`src/rtl/secuenciador_mux_ent.sv`:
```
// secuenciador_mux_ent: sequencer for the entry multiplexer that feeds the RTC
// write bus. On start it walks the enabled channels in ascending order. For each
// channel it selects the mux, latches the byte, and offers it on a req/ack bus.
// A per-transfer timeout aborts the sweep and sets a sticky error flag.
module secuenciador_mux_ent #(
    parameter int N_CH   = 14,
    parameter int DW     = 8,
    parameter int TO_CYC = 255
) (
    input  logic            clk,
    input  logic            reset,
    input  logic            start,
    input  logic [N_CH-1:0] mask,
    input  logic [DW-1:0]   dato_in,
    input  logic            wr_ack,
    output logic [3:0]      sel,
    output logic            r_s,
    output logic [3:0]      dir,
    output logic [DW-1:0]   dato_out,
    output logic            wr_req,
    output logic            busy,
    output logic            done,
    output logic            err
);

    localparam int CW = (TO_CYC > 1) ? $clog2(TO_CYC + 1) : 1;

    typedef enum logic [2:0] {
        S_IDLE,
        S_SEL,
        S_LATCH,
        S_REQ,
        S_DONE
    } state_t;

    state_t          state_q, state_d;
    logic [3:0]      idx_q, idx_d;
    logic [N_CH-1:0] mask_q, mask_d;
    logic [CW-1:0]   cnt_q, cnt_d;
    logic [3:0]      dir_q, dir_d;
    logic [DW-1:0]   dato_q, dato_d;
    logic            err_q, err_d;
    logic            wr_req_q, busy_q, done_q;
    logic [N_CH-1:0] rem;

    // Index of the lowest set bit; only meaningful when m is non-zero.
    function automatic logic [3:0] lowest(input logic [N_CH-1:0] m);
        logic       found;
        logic [3:0] r;
        found = 1'b0;
        r     = '0;
        for (int unsigned i = 0; i < N_CH; i++) begin
            if (m[i] && !found) begin
                r     = 4'(i);
                found = 1'b1;
            end
        end
        return r;
    endfunction

    // Next-state and datapath updates for the sweep.
    always_comb begin
        state_d = state_q;
        idx_d   = idx_q;
        mask_d  = mask_q;
        cnt_d   = cnt_q;
        dir_d   = dir_q;
        dato_d  = dato_q;
        err_d   = err_q;
        rem     = mask_q & ~(N_CH'(1) << idx_q);
        unique case (state_q)
            S_IDLE: begin
                if (start) begin
                    err_d = 1'b0;
                    if (|mask) begin
                        mask_d  = mask;
                        idx_d   = lowest(mask);
                        state_d = S_SEL;
                    end else begin
                        state_d = S_DONE;
                    end
                end
            end
            S_SEL: begin
                state_d = S_LATCH;
            end
            S_LATCH: begin
                dato_d  = dato_in;
                dir_d   = idx_q;
                cnt_d   = '0;
                state_d = S_REQ;
            end
            S_REQ: begin
                if (wr_ack) begin
                    mask_d = rem;
                    if (|rem) begin
                        idx_d   = lowest(rem);
                        state_d = S_SEL;
                    end else begin
                        state_d = S_DONE;
                    end
                end else if (cnt_q == CW'(TO_CYC - 1)) begin
                    // cnt_q counts REQ cycles already spent, so this is the
                    // TO_CYC-th cycle without an ack.
                    err_d   = 1'b1;
                    state_d = S_DONE;
                end else begin
                    cnt_d = cnt_q + 1'b1;
                end
            end
            S_DONE: begin
                state_d = S_IDLE;
            end
            default: begin
                state_d = S_IDLE;
            end
        endcase
    end

    // State and datapath registers; handshake/status outputs registered from the next state.
    always_ff @(posedge clk) begin
        if (!reset) begin
            state_q  <= S_IDLE;
            idx_q    <= '0;
            mask_q   <= '0;
            cnt_q    <= '0;
            dir_q    <= '0;
            dato_q   <= '0;
            err_q    <= 1'b0;
            wr_req_q <= 1'b0;
            busy_q   <= 1'b0;
            done_q   <= 1'b0;
        end else begin
            state_q  <= state_d;
            idx_q    <= idx_d;
            mask_q   <= mask_d;
            cnt_q    <= cnt_d;
            dir_q    <= dir_d;
            dato_q   <= dato_d;
            err_q    <= err_d;
            wr_req_q <= (state_d == S_REQ);
            busy_q   <= (state_d != S_IDLE);
            done_q   <= (state_d == S_DONE);
        end
    end

    // Mux select/enable held through SEL, LATCH and REQ.
    always_comb begin
        sel = '0;
        r_s = 1'b0;
        if (state_q == S_SEL || state_q == S_LATCH || state_q == S_REQ) begin
            sel = idx_q;
            r_s = 1'b1;
        end
    end

    assign dir      = dir_q;
    assign dato_out = dato_q;
    assign wr_req   = wr_req_q;
    assign busy     = busy_q;
    assign done     = done_q;
    assign err      = err_q;

endmodule

```
`config.mk`:
```
export PLATFORM = sky130hd
export DESIGN_NAME = secuenciador_mux_ent
export DESIGN_NICKNAME = d
export VERILOG_FILES = /design/src/rtl/secuenciador_mux_ent.sv
export SDC_FILE = /design/constraint.sdc
export NUM_CORES = 1
export LEC_CHECK = 0
export CORE_MARGIN = 3
export CORE_UTILIZATION = 52
export CTS_CLUSTER_DIAMETER = 40
export DETAILED_ROUTE_END_ITERATION = 8
export GPL_ROUTABILITY_DRIVEN = 0
export PLACE_DENSITY_LB_ADDON = 0.15
export REMOVE_ABC_BUFFERS = 1
export SETUP_SLACK_MARGIN = 0.1
export SLEW_MARGIN = 20
export SYNTH_ARGS = -nofsm -noshare
export SYNTH_HDL_FRONTEND = slang
export SYNTH_SLANG_ARGS = --single-unit
```
`constraint.sdc`:
```
create_clock -name clk -period 2.5 [get_ports clk]
set_clock_uncertainty 0.1 [all_clocks]
set_input_delay 0.5 -clock clk [delete_from_list [all_inputs] [get_ports clk]]
set_output_delay 0.5 -clock clk [all_outputs]
set_load 0.01 [all_outputs]
```
==> results of run 1 <==
[logic make-up after synthesis]
kind of cell | count (synthesis) | share of synthesized area
and+or+nand+nor | 132 | 0.257
DFF | 45 | 0.353
xor gates and xnor gates | 5 | 0.0172
AOI/OAI and AO/OA | 106 | 0.275
muxes | 7 | 0.0304
buffers and inverters | 30 | 0.0579
adders and majority gates | 2 | 0.00981
[cell usage after synthesis, drive strengths merged, types with 3 or more instances]
master,instances
dfxtp,45
nand2,43
a21oi,39
nor2,34
o21ai,24
nor3,13
clkbuf,12
inv,10
a31oi,8
buf,8
a211oi,7
nor4,6
and2,5
mux2i,4
nand2b,4
nand3,4
mux2,3
nand3b,3
nand4,3
o211a,3
or2,3
xor2,3
[power by group through the flow]
stage	Sequential [W]	Combinational, W	Clock (W)
final	0.000825	0.000570	0.000554
after global routing	0.000832	0.000617	0.000583
after CTS	0.000821	0.000547	0.000559
after detailed placement	0.000836	0.000540	0
after global placement	0.000834	0.000534	0
after floorplan	0.000840	0.000288	0
[layer usage]
layer	wire length, um	vias to the layer above	track usage
met2	3370	129	0.408
met3	620	20	0.0662
met4	177	0	0.0815
met1	3250	1248	0.336
li1	-	1319	-
met5	0	-	0
[state kept, by name (all words and copies together) (netlist names)]
signal	count
err	1
cnt_q	8
wr_req	1
state_q	3
dir	4
done	1
idx_q	4
mask_q	14
dato_out	8
busy	1
[worst max-delay path: cells and delay by family, from the launching register on]
family / cells / cell delay, ns
flip-flops: 1 / 0.39
buffers and inverters: 1 / 0.49
AND/OR/NAND/NOR: 3 / 0.56
[cell type report]
class / instances / area [um2] / share of cell area
inverter: 10 / 37.5 / 0.0111
timing repair buffer: 79 / 709 / 0.209
clock buffer: 5 / 68.8 / 0.0203
tap: 65 / 81.3 / 0.0240
multi-input combinational: 252 / 1550 / 0.457
clock inverter: 2 / 38.8 / 0.0114
sequential: 45 / 908 / 0.268
[worst paths after layout]
kind,startpoint,cells past startpoint,endpoint,slack [ns]
worst max-delay path,state_q[0],4,sel[3],0.17
worst min-delay path,dato_out[1],2,dato_out[1],0.36
worst max register to register,idx_q[1],7,idx_q[1],0.25
worst min register to register,dato_out[1],2,dato_out[1],0.36
[metrics by stage]
step / instances / TNS [ns] / setup slack, ns / power [W]
2_1_floorplan: 307 / 0 / 0.147 / 0.00113
3_3_place_gp: 451 / -3.62 / -0.316 / 0.00137
3_5_place_dp: 451 / -3.64 / -0.310 / 0.00138
4_1_cts: 458 / 0 / 0.137 / 0.00193
5_1_grt: 458 / 0 / 0.0785 / 0.00203
6_report: 458 / 0 / 0.172 / 0.00195
[repair_timing]
| action | 4_1_cts | 5_1_grt |
|---|---|---|
| resized for setup | 6 | 11 |
| pin swaps | 0 | 2 |
| endpoints found under the setup margin | 18 | 19 |
==> results.py, run 1 <==
metrics = {
    "yosys": {
        "yosysTopAreaCellShare": 0.353,
        "synthArstFlopShare": 0,
        "avgSynthCellArea_um2": 7.80,
        "synth-seq-cells": 45,
        "synth-seq-area-share": 0.353,
        "yosys_warnings": 0,
        "synth_area_leader_cell": "dfxtp_1",
        "yosys-top-cells-area": "dfxtp_1 (35%), a21oi_1 (7.7%), nand2_1 (6.3%)",
        "synth_edf_count": 0,
        "dominantRegCellSynth": "dfxtp_1",
        "syn-cell-area_um2": 2550,
        "yosysUniqueCellTypes": 63,
        "synth_cells": 327,
    },
    "floorplan": {
        "die_w_um": 76.0,
        "io_pins": 47,
        "die_h_um": 76.0,
        "initial_core_util": 0.562,
        "core_um2": 4530,
        "row_count": 24,
        "die-area_um2": 5780,
    },
    "hold_path": {
        "hp-class": "register to register",
    },
    "sta": {
        "rsz0062_at_grt": "no",
        "min_period_over_period": 0.931,
        "worst_slew_pin_slew_ns": 0.466,
        "max_freq_mhz": 430,
        "maxSlewHeadroom": 0.686,
        "final_hold_viol_count": 0,
        "period_needed_ns": 2.33,
        "timing.hold.ws_ns": 0.356,
        "finalSetupViolCount": 0,
        "drv_slew": 0,
    },
    "cells_and_area": {
        "nets": 421,
        "syn2layout_area_growth_pct": 33.1,
        "final_common_cell": "clkdlybuf4s50_1",
        "layout-drive-gt1-share": 0.160,
        "fin_util": 0.749,
        "antenna-diode-count": 0,
        "mostFrequentLayoutCells": "clkdlybuf4s50_1 (44), nand2_1 (43), dfxtp_1 (41)",
        "stdcell_area_um2": 3390,
        "fillers": 354,
    },
    "power_and_ir_drop": {
        "clkPwrFrac": 0.284,
        "seq_power_share": 0.423,
        "p_int_w": 0.00133,
        "netSwitchingFraction": 0.316,
        "power_density_nw_per_um2": 574,
        "total_leakage_power_nw": 1.27,
        "ir_drop_mv": 0.421,
        "p_comb_frac": 0.293,
        "p_sw_w": 0.000615,
    },
    "run_status": {
        "status": "complete, no violations",
    },
    "clocking": {
        "clk_pin_slew_worst_paths_ns": 0.09,
        "post_cts_buffers": 0,
        "clkLatencyLatePin_ns": 0.30,
        "ctsHoldBuffers": 0,
        "cts.path.max_buffers": 2,
        "clkSinkCount": 45,
        "cts_made_buffers": 5,
        "clockRootBuffer": "clkbuf_8",
        "cts_tree": "done",
        "htreeDepth": 2,
    },
    "job": {
        "drv_cap": 0,
    },
    "global_route": {
        "grt_usage": 0.255,
        "grt_pass1_vias": 2572,
        "grt_pass1_wl_um": 12200,
        "overflow": 0,
        "antenna_found_initial": 0,
        "grt_max_degree": 20,
    },
    "worst_setup_path": {
        "cp-end-kind": "output port",
        "cp_slowest_cell": "clkdlybuf4s50_1",
        "worstPathMaxFanout": 10,
        "critPathKind": "register to output port",
        "worstPathArrival_ns": 1.73,
        "worstPathCellList": "nor2_1, nor2_4, and2_1, clkdlybuf4s50_1",
        "startpoint_type": "register",
        "required_ns": 1.90,
        "max_stage_delay_ns": 0.49,
    },
    "routing": {
        "drc": 0,
        "routed_wl_um": 7410,
        "vias_per_cell": 5.93,
        "drt_pass1_iterations": 4,
        "wl_per_cell_um": 16.2,
        "ant_nets": 0,
        "dr_total_vias": 2716,
        "dr.first_iter.drc_count": 265,
    },
    "place": {
        "placed_area_um2": 3230,
        "io_buffers": 46,
        "hpwl_um": 5440,
    },
}
(Power assumes the default switching activity.)
==> run 2: changes to the inputs <==
MAX_ROUTING_LAYER = met4   (was not set)
==> run 2 against run 1 <==
Count of clock-buffer cells in the layout unchanged. Worst hold slack about the same. Core utilization decreased by 0.083 points. Largest cell class unchanged. Largest power group unchanged. Sequential cell count unchanged. Global-route usage increased by 0.85 points. Fmax decreased by 1.9%. Power decreased by 0.12%. Combinational power about the same. Worst setup slack got worse by 0.046 ns. Clock power about the same. Register-to-register slack about the same. First-iteration DRC count increased by 6.8%.
==> results.py, run 2 (synthesis results as in run 1) <==
metrics = {
    "job": {
        "drv_cap": 0,
    },
    "cells_and_area": {
        "largest_reg_flops": 14,
        "final_common_cell": "clkdlybuf4s50_1",
        "top_register": "mask_q",
        "syn2layout_area_growth_pct": 33.0,
        "fillers": 356,
        "layout-drive-gt1-share": 0.158,
        "antenna-diode-count": 0,
        "multiInputGateArea_um2": 1550,
        "mostFrequentLayoutCells": "clkdlybuf4s50_1 (44), nand2_1 (43), dfxtp_1 (41)",
        "seq_area_um2": 908,
        "nets": 421,
        "stdcell_area_um2": 3390,
    },
    "power_and_ir_drop": {
        "p_int_w": 0.00133,
        "p_comb_frac": 0.293,
        "netSwitchingFraction": 0.315,
        "total_leakage_power_nw": 1.27,
        "clkPwrFrac": 0.283,
        "power_density_nw_per_um2": 574,
        "p_sw_w": 0.000613,
        "ir_drop_mv": 0.416,
        "seq_power_share": 0.424,
    },
    "sta": {
        "final_hold_viol_count": 0,
        "timing.hold.ws_ns": 0.356,
        "period_needed_ns": 2.37,
        "worst_slew_pin_slew_ns": 0.467,
        "finalSetupViolCount": 0,
        "max_freq_mhz": 421,
        "min_period_over_period": 0.949,
        "maxSlewHeadroom": 0.686,
        "rsz0062_at_grt": "no",
        "drv_slew": 0,
    },
    "routing": {
        "ant_nets": 0,
        "drt_pass1_iterations": 5,
        "routed_wl_um": 7380,
        "wl_per_cell_um": 16.1,
        "vias_per_cell": 5.88,
        "drc": 0,
        "dr_total_vias": 2692,
        "dr.first_iter.drc_count": 283,
    },
    "global_route": {
        "grt_pass1_wl_um": 12200,
        "grt_usage": 0.263,
        "grt_max_degree": 20,
        "grt_pass1_vias": 2574,
        "antenna_found_initial": 0,
        "overflow": 0,
    },
    "worst_setup_path": {
        "crit_start": "mask[1]",
        "rr_worst_depth": 7,
        "critPathKind": "input pin to register",
        "crit_end": "idx_q[1]",
        "startpoint_type": "input pin",
        "worstPathArrival_ns": 2.48,
        "r2r_start": "idx_q[1]",
        "worstPathMaxFanout": 7,
        "required_ns": 2.61,
        "r2r_end": "idx_q[1]",
        "cp-end-kind": "register",
        "r2r_setup_slack_ns": 0.26,
    },
    "place": {
        "placed_area_um2": 3230,
        "hpwl_um": 5440,
        "io_buffers": 46,
    },
    "clocking": {
        "clkLatencyLatePin_ns": 0.29,
        "cts.path.max_buffers": 2,
        "clk_pin_slew_worst_paths_ns": 0.08,
        "htreeDepth": 2,
        "clkSinkCount": 45,
        "post_cts_buffers": 0,
        "cts_tree": "done",
        "clockRootBuffer": "clkbuf_8",
        "cts_made_buffers": 5,
    },
    "floorplan": {
        "io_pins": 47,
        "initial_core_util": 0.562,
        "die-area_um2": 5780,
        "die_h_um": 76.0,
        "die_w_um": 76.0,
        "core_um2": 4530,
        "row_count": 24,
    },
    "run_status": {
        "status": "complete, no violations",
    },
    "hold_path": {
        "hp-class": "register to register",
    },
}
## run 2: how the worst min path moves through the flow
stage	slack (ns)	from	depth (start not counted)	endpoint
after floorplan	0.36	mask_q[11]	2	mask_q[11]
after global placement	0.34	dato_out[1]	2	dato_out[1]
after detailed placement	0.35	dato_out[6]	2	dato_out[6]
after CTS	0.36	dato_out[1]	2	dato_out[1]
after global routing	0.38	dato_out[1]	2	dato_out[1]
final	0.36	dato_out[1]	2	dato_out[1]
## run 2: worst max-delay path: stages
cell             delay, ns
clkdlybuf4s50_1       0.55
nor4_2                0.06
buf_4                 0.14
and4_1                0.19
a21oi_1               0.30
buf_4                 0.23
o32a_4                0.21
o21ai_0               0.08
a31oi_1               0.21
## run 2: layout make-up
class                           instances  share of cell area
Multi-Input combinational cell        252               0.456
Sequential cell                        45               0.268
Timing Repair Buffer                   79               0.209
Tap cell                               65              0.0240
Clock buffer                            5              0.0203
Clock inverter                          2              0.0114
Inverter                               10              0.0111
## run 2: power groups by stage
stage               sequential [W]  combinational [W]  clock, W
floorplan                 0.000840           0.000288         0
global placement          0.000834           0.000534         0
detailed placement        0.000836           0.000540         0
CTS                       0.000821           0.000547  0.000559
global route              0.000832           0.000615  0.000587
finish                    0.000825           0.000570  0.000552
## run 2: metrics by stage
| step | instances | setup TNS, ns | setup slack (ns) | total power, W | utilization |
|---|---|---|---|---|---|
| 2_1_floorplan | 307 | 0 | 0.147 | 0.00113 | - |
| 3_3_place_gp | 451 | -3.62 | -0.316 | 0.00137 | 0.712 |
| 3_5_place_dp | 451 | -3.64 | -0.310 | 0.00138 | 0.712 |
| 4_1_cts | 458 | 0 | 0.137 | 0.00193 | 0.739 |
| 5_1_grt | 458 | 0 | 0.0750 | 0.00203 | 0.748 |
| 6_report | 458 | 0 | 0.127 | 0.00195 | 0.748 |
## run 2: repair_timing
item	in CTS	in global routing
pin swaps	0	2
hold buffers	0	0
resized for setup	6	10
endpoints found under the setup margin	18	19
## run 2: metal layers
layer | vias to the layer above | GRT usage | wire length [um]
met4 | 0 | 0.0761 | 147
met2 | 122 | 0.407 | 3410
met5 | - | - | 0
met3 | 16 | 0.0662 | 519
li1 | 1318 | - | -
met1 | 1236 | 0.343 | 3310
==> run 3: changes to the inputs <==
CTS_CLUSTER_SIZE = 25   (was not set)
==> results of run 3 <==
Same layout as run 2: the final DEF is identical, and so are final timing and power.
